**config.mk**
```make
export PLATFORM = sky130hd
export DESIGN_NAME = fb_addr_ctrl
export DESIGN_NICKNAME = d
export VERILOG_FILES = /design/src/rtl/fb_addr_ctrl.sv
export SDC_FILE = /design/constraint.sdc
export NUM_CORES = 1
export LEC_CHECK = 0
export ABC_AREA = 1
export BUFFER_PORTS_ARGS = -buffer_cell sky130_fd_sc_hd__buf_2
export CORE_ASPECT_RATIO = 1.2
export CORE_MARGIN = 2
export CORE_UTILIZATION = 43
export DETAILED_ROUTE_END_ITERATION = 8
export GPL_TIMING_DRIVEN = 0
export PLACE_DENSITY_LB_ADDON = 0.3
export SYNTH_ARGS = -nofsm -noshare
export SYNTH_HDL_FRONTEND = slang
export SYNTH_SLANG_ARGS = --single-unit
```
**constraint.sdc**
```tcl
create_clock -name Clk -period 3.3 [get_ports Clk]
set_clock_uncertainty 0.05 [all_clocks]
set_input_delay 0.495 -clock Clk [delete_from_list [all_inputs] [get_ports Clk]]
set_output_delay 0.495 -clock Clk [all_outputs]
set_load 0.02 [all_outputs]
```
**src/rtl/fb_addr_ctrl.sv**
```systemverilog
// Frame-buffer address controller: independent write/read pointers
// with single-buffer or ping-pong mode and tear-free frame-boundary swap.
module fb_addr_ctrl #(
  parameter int ADDR_W = 20,
  parameter int H_RES  = 640,
  parameter int V_RES  = 480,
  localparam int XW = (H_RES > 1) ? $clog2(H_RES) : 1,
  localparam int YW = (V_RES > 1) ? $clog2(V_RES) : 1
) (
  input  logic              Clk,
  input  logic              Reset,
  input  logic              Mode,
  input  logic              W_Req,
  input  logic              R_Req,
  output logic              W_Ready,
  output logic [ADDR_W-1:0] W_Address,
  output logic [ADDR_W-1:0] R_Address,
  output logic [XW-1:0]     R_X,
  output logic [YW-1:0]     R_Y,
  output logic              W_Buf,
  output logic              R_Buf,
  output logic              W_Frame_Done,
  output logic              R_Frame_Done,
  output logic              Swap
);

  localparam int FRAME = H_RES * V_RES;
  localparam logic [ADDR_W-1:0] FRAME_A = ADDR_W'(FRAME);
  localparam logic [ADDR_W-1:0] W_LAST  = ADDR_W'(FRAME - 1);
  localparam logic [ADDR_W-1:0] H_A     = ADDR_W'(H_RES);
  localparam logic [XW-1:0]     X_LAST  = XW'(H_RES - 1);
  localparam logic [YW-1:0]     Y_LAST  = YW'(V_RES - 1);

  logic              mode_q;
  logic [ADDR_W-1:0] w_off_q, w_off_d;
  logic [XW-1:0]     r_x_q, r_x_d;
  logic [YW-1:0]     r_y_q, r_y_d;
  logic              w_buf_q, w_buf_d;
  logic              r_buf_q, r_buf_d;
  logic              pend_q, pend_d;
  logic              w_done_q, r_done_q, swap_q;

  logic w_acc, w_fin, r_fin, swap_now;

  assign w_acc    = W_Req & ~pend_q;
  assign w_fin    = w_acc & (w_off_q == W_LAST);
  assign r_fin    = R_Req & (r_x_q == X_LAST) & (r_y_q == Y_LAST);
  assign swap_now = mode_q & r_fin & (pend_q | w_fin);

  always_comb begin
    w_off_d = w_off_q;
    r_x_d   = r_x_q;
    r_y_d   = r_y_q;
    w_buf_d = w_buf_q;
    r_buf_d = r_buf_q;
    pend_d  = pend_q;
    if (w_acc) begin
      w_off_d = w_fin ? '0 : w_off_q + ADDR_W'(1);
    end
    if (R_Req) begin
      if (r_x_q == X_LAST) begin
        r_x_d = '0;
        r_y_d = (r_y_q == Y_LAST) ? '0 : r_y_q + YW'(1);
      end else begin
        r_x_d = r_x_q + XW'(1);
      end
    end
    // A same-cycle writer finish is consumed by the swap, never pended
    if (swap_now) begin
      w_buf_d = r_buf_q;
      r_buf_d = w_buf_q;
      pend_d  = 1'b0;
    end else if (mode_q & w_fin) begin
      pend_d  = 1'b1;
    end
  end

  always_ff @(posedge Clk) begin
    if (Reset) begin
      mode_q   <= Mode;
      w_off_q  <= '0;
      r_x_q    <= '0;
      r_y_q    <= '0;
      w_buf_q  <= 1'b0;
      r_buf_q  <= Mode;
      pend_q   <= 1'b0;
      w_done_q <= 1'b0;
      r_done_q <= 1'b0;
      swap_q   <= 1'b0;
    end else begin
      w_off_q  <= w_off_d;
      r_x_q    <= r_x_d;
      r_y_q    <= r_y_d;
      w_buf_q  <= w_buf_d;
      r_buf_q  <= r_buf_d;
      pend_q   <= pend_d;
      w_done_q <= w_fin;
      r_done_q <= r_fin;
      swap_q   <= swap_now;
    end
  end

  assign W_Ready      = ~pend_q;
  assign W_Buf        = w_buf_q;
  assign R_Buf        = r_buf_q;
  assign R_X          = r_x_q;
  assign R_Y          = r_y_q;
  assign W_Frame_Done = w_done_q;
  assign R_Frame_Done = r_done_q;
  assign Swap         = swap_q;

  assign W_Address = (w_buf_q ? FRAME_A : '0) + w_off_q;
  assign R_Address = (r_buf_q ? FRAME_A : '0)
                   + ADDR_W'(r_y_q) * H_A
                   + ADDR_W'(r_x_q);

endmodule

```
Word-level counts from Yosys, hierarchy flattened
Cells that the tools add are included.
{"block": "op_classes", "bitwise_logic": 9, "n_reduce_logical": 3, "div_mod_pow": 0, "order_cmp": 0, "shift": 0, "n_eq_ne": 3, "n_mul": 1, "mux": 7, "n_addsub": 6}
{"cell": "$mux W19", "count": 2}
{"cell": "$add A19 B19 Y20", "count": 1}
{"cell": "$add A19 B20 Y20", "count": 1}
{"cell": "$add A20 B1 Y20 const B", "count": 1}
{"cell": "$add A20 B10 Y20", "count": 1}
{"cell": "$eq A20 B19 Y1 const B", "count": 1}
{"cell": "$mux W20", "count": 1}
{"cell": "$mul A9 B3 Y12 const B", "count": 1}
{"cell": "$add A10 B1 Y10 const B", "count": 1}
{"cell": "$eq A10 B10 Y1 const B", "count": 1}
{"cell": "$mux W10", "count": 1}
{"cell": "$add A9 B1 Y9 const B", "count": 1}
{"cell": "$eq A9 B9 Y1 const B", "count": 1}
{"cell": "$mux W9", "count": 1}
{"cell": "$and A1 B1 Y1", "count": 7}
{"cell": "$mux W1", "count": 2}
{"cell": "$reduce_and A2 Y1", "count": 1}
{"cell": "$reduce_bool A2 Y1", "count": 1}
{"cell": "$reduce_or A2 Y1", "count": 1}
{"cell": "$not A1 Y1", "count": 1}
{"cell": "$or A1 B1 Y1", "count": 1}
{"block": "word_totals", "wordCells": 39, "ff_bits": 46, "n_memories": 0, "out_inout_bits": 65, "input_bits": 5, "mem_bits_rw": 0, "romBits": 0, "latchBits": 0}

Longest topological paths before layout
{"block": "depth", "depth_word": 7, "mapped_depth": 15, "depth_no_buf": 15}

Worst setup path after synthesis
No wires, ideal clock.
{"block": "synth_timing", "path_kind": "register to output", "start": "reg r_y_q[5], in the netlist R_Y[5]", "end": "out R_Address[16]", "stages_incl_launch_ff": 14, "required_ns": 2.755, "setup_slack_ns": 0.102, "t_arrival_ns": 2.653, "path_buffers": 0, "path_cell_list": "dfxtp_1 ha_1 ha_1 nand3_1 nand3_1 xor2_1 ha_1 nand2_1 nor2_1 nand2_1 nand2_1 nand3_1 nand2_1 xor2_1"}
{"block": "synth_between", "elab_chain_len": 3}
{"element": "from (decl)", "line": "37", "text": "logic [YW-1:0] r_y_q, r_y_d;"}
{"element": "from (signal assigned)", "line": "93", "text": "r_y_q <= r_y_d;"}
{"element": "$mul A9 B3 Y12", "line": "114", "text": "+ ADDR_W'(r_y_q) * H_A"}
{"element": "$add A19 B19 Y20", "line": "114"}
{"element": "$add A20 B10 Y20", "line": "115", "text": "+ ADDR_W'(r_x_q);"}
{"element": "to (decl)", "line": "17", "text": "output logic [ADDR_W-1:0] R_Address,"}
No other way between the ends.

Worst setup path after layout
{"block": "layout_timing", "start": "reg r_y_q[3], in the netlist R_Y[3]", "end": "out R_Address[15]"}
Same word-level chain as after synthesis.

==> out/metrics.yaml <==
grt_pass1_vias: 2903
grt_start_max_net_pins: 17
syn-instance-count: 458
start_util_pct: 44.7
outcome: "finished, violations left"
max-vdd-ir-drop_v: 0.000222
timing.critical_path.required_ps: 2750
slew_headroom_pct: 62.3
drive_gt1_share_pct: 32.7
clockBufferDepth: 2
floorplan.core_area_um2: 7320
grt_use_met3_pct: 3.32
drt-initial-drc-count: 73
postSynthNetCount: 494
critical_path.startpoint_type: "register"
cts.sinks: 46
max_cap_viol_count: 0
global_route_wire_length_before_repair_um: 12400
edff_count_synth: 2
seqCellArea_um2: 966
p_leak_nw: 2.05
grt_setup_unrepaired: "true"
globalRouteMet2Util_pct: 34.5
total_die_area_um2: 8330
post_synth_instance_area_um2: 3270
fin_setup_tns_ps: -3.73
clkLatencyLatePin_ps: 320
via_count: 3075
m1_gr_usage_pct: 19.6
routed_wl_um: 7470
number_of_design_rule_violations_left_after_detail_routing: 0
post-route-worst-setup-slack_ps: -3.06
path_class: "reg2out"
fp-row-count: 34
wl_per_cell_um: 11.7
achievable-frequency_ghz: 0.303
min_path_type: "in2reg"
busiest_layer: "met2"
final_hold_viol_count: 0
place.gp.congestion: 0.830
worst_setup_path_end_kind: "primary output"
synth_sequential_area_ratio_pct: 28.8
synth.ff_latch_count: 46
cts_hold_buf: 0
dr.pass1.iters: 4
cts.reportedPaths.clkPinSlew_ps: 100
die_height_um: 99.6
postRouteAntennaNets: 0
total_of_fill_cells_in_the_finished_design: 691
grt_usage_pct: 17.9
antenna_found_initial: 0
failed_checks: "negative setup slack"
finalHoldWorstSlack_ps: 313
cts_inserted_buffers: 5
yosysUniqueCellTypes: 36
post-route-min-period_ps: 3300
clock-root-buffer: "sky130_fd_sc_hd__clkbuf_8"
floorplan_die_width_um: 83.6
design.portCount: 70
timing.final.setup_violations: 2
syn_to_final_growth_pct: 26.5
tritoncts: "done"
async_reset_ff_share_pct: 0
global_route.overflow_total: 0
diodes: 0
dpl_hpwl_um: 5670
critical_path_arrival_ps: 2760
power.density_nw_per_um2: 245
final_nets: 582
synth_warnings: 0
deepest_level_of_the_cts_h_tree: 2
syn_area_per_cell_um2: 7.14
synth_top_flop_cell: "sky130_fd_sc_hd__dfxtp_1"
timing.critical_path.fanout_max: 4
worst_pin_slew_ps: 565
multiInputGateArea_um2: 2070
drv_slew: 0
route.detailed.vias_per_inst: 4.83
portBuffers: 69
min_period_over_period_pct: 100
[timing repair]
action,4_1_cts,5_1_grt
resized for setup,33,24
gates cloned,0,0
endpoints found under the setup margin,7,7
buffers inserted,9,3
pin swaps,12,20
[registers in the layout, indices dropped and copies added, names as in the netlist]
| register | flops |
|---|---|
| R_Y | 9 |
| R_Frame_Done | 1 |
| W_Buf | 1 |
| Swap | 1 |
| w_off_q | 20 |
| mode_q | 1 |
| W_Frame_Done | 1 |
| R_Buf | 1 |
| pend_q | 1 |
| R_X | 10 |
[synth_stat cells, types with 2 or more instances]
| cell type | number | area (um^2) |
|---|---|---|
| sky130_fd_sc_hd__a21oi_1 | 30 | 150 |
| sky130_fd_sc_hd__nand4_1 | 7 | 43.8 |
| sky130_fd_sc_hd__nor2_1 | 44 | 165 |
| sky130_fd_sc_hd__nand3_1 | 33 | 165 |
| sky130_fd_sc_hd__buf_4 | 21 | 158 |
| sky130_fd_sc_hd__nor3_1 | 5 | 25.0 |
| sky130_fd_sc_hd__nand3_2 | 2 | 20.0 |
| sky130_fd_sc_hd__nand2_1 | 92 | 345 |
| sky130_fd_sc_hd__nor2_4 | 5 | 56.3 |
| sky130_fd_sc_hd__nand2_4 | 3 | 33.8 |
| sky130_fd_sc_hd__edfxtp_1 | 2 | 60.1 |
| sky130_fd_sc_hd__xor2_1 | 11 | 96.3 |
| sky130_fd_sc_hd__ha_1 | 28 | 350 |
| sky130_fd_sc_hd__dfxtp_1 | 44 | 881 |
| sky130_fd_sc_hd__xnor2_1 | 12 | 105 |
| sky130_fd_sc_hd__fa_1 | 3 | 60.1 |
| sky130_fd_sc_hd__inv_1 | 67 | 251 |
| sky130_fd_sc_hd__o21ai_0 | 16 | 80.1 |
| sky130_fd_sc_hd__nor2_2 | 5 | 31.3 |
| sky130_fd_sc_hd__a211oi_1 | 4 | 30.0 |
| sky130_fd_sc_hd__a31oi_1 | 2 | 12.5 |
| sky130_fd_sc_hd__inv_2 | 3 | 11.3 |
| sky130_fd_sc_hd__nand2_2 | 6 | 37.5 |
[worst max-delay path, cell delays in order (launching register included)]
cell and delay, ps:
sky130_fd_sc_hd__dfxtp_4 380, sky130_fd_sc_hd__ha_4 280, sky130_fd_sc_hd__ha_4 130, sky130_fd_sc_hd__inv_2 40
sky130_fd_sc_hd__fa_2 370, sky130_fd_sc_hd__xnor2_2 180, sky130_fd_sc_hd__ha_4 290, sky130_fd_sc_hd__inv_2 40
sky130_fd_sc_hd__nor2_4 110, sky130_fd_sc_hd__nand3_2 90, sky130_fd_sc_hd__nand2_2 100, sky130_fd_sc_hd__buf_4 110
sky130_fd_sc_hd__nand2_2 50, sky130_fd_sc_hd__xnor2_1 120, sky130_fd_sc_hd__buf_2 170
[final timing paths]
kind                                  from       endpoint  slack (ps)  cells past startpoint
worst max-delay path                R_Y[3]  R_Address[15]          -3                     14
worst min-delay path                  Mode         mode_q         310                      1
worst max register to register  w_off_q[0]          R_Buf        1530                      8
worst min register to register  w_off_q[8]     w_off_q[8]         440                      2
[power breakdown]
part | leakage (nW) | total (mW) | internal (mW) | switching, mW
registers | 0.381 | 0.569 | 0.560 | 0.00868
clock network | 0.0447 | 0.363 | 0.153 | 0.210
logic | 1.62 | 0.0820 | 0.0333 | 0.0487
[cell usage in the layout, fill, tap and decap left out, types with 11 or more instances in the layout]
cell type,instances
sky130_fd_sc_hd__a21oi_1,28
sky130_fd_sc_hd__buf_2,63
sky130_fd_sc_hd__buf_4,36
sky130_fd_sc_hd__dfxtp_1,36
sky130_fd_sc_hd__ha_1,19
sky130_fd_sc_hd__inv_1,64
sky130_fd_sc_hd__nand2_1,85
sky130_fd_sc_hd__nand2_2,13
sky130_fd_sc_hd__nand3_1,27
sky130_fd_sc_hd__nor2_1,42
sky130_fd_sc_hd__o21ai_0,16
sky130_fd_sc_hd__xnor2_1,11
sky130_fd_sc_hd__xor2_1,11
[per-layer routing]
metal,vias to the layer above,wire length [um],share of wire (%)
met5,-,0,0
met4,0,100,1.3
met3,9,321,4.3
met2,58,3950,53
met1,1379,3100,41
li1,1629,-,-
[stage by stage]
stage	area (um^2)	power, mW	cells	worst slack [ps]	util [%]
5_1_grt	4140	1.06	637	-145	56.6
3_5_place_dp	3730	0.662	617	-8.44	51.0
4_1_cts	4010	1.03	634	-59.7	54.9
6_report	4140	1.01	637	-3.06	56.6
3_3_place_gp	3730	0.661	617	78.8	51.0
2_1_floorplan	3270	0.638	458	102	-
[cell type report]
cell class                 instances  share of cell area, %
inverter                          70                   6.35
buffer                            23                   4.17
clock buffer                       5                   1.66
multi-input combinational        319                   50.0
sequential                        46                   23.3
timing repair buffer              81                   11.2
tap                               90                   2.72
clock inverter                     3                  0.604
[logic make-up (layout without fill, tap and decap cells)]
family                   count (synthesis)  after routing  synth area share (%)
adder cells (fa/ha/maj)                 31             31                  12.5
AND/OR/NAND/NOR                        209            209                  29.8
XOR/XNOR                                23             23                  6.16
buffers and inverters                   93            182                  13.3
AO/OA/AOI/OAI                           56             56                  9.45
flip-flops                              46             46                  28.8
Note: power is estimated with default switching activity, not from simulation.
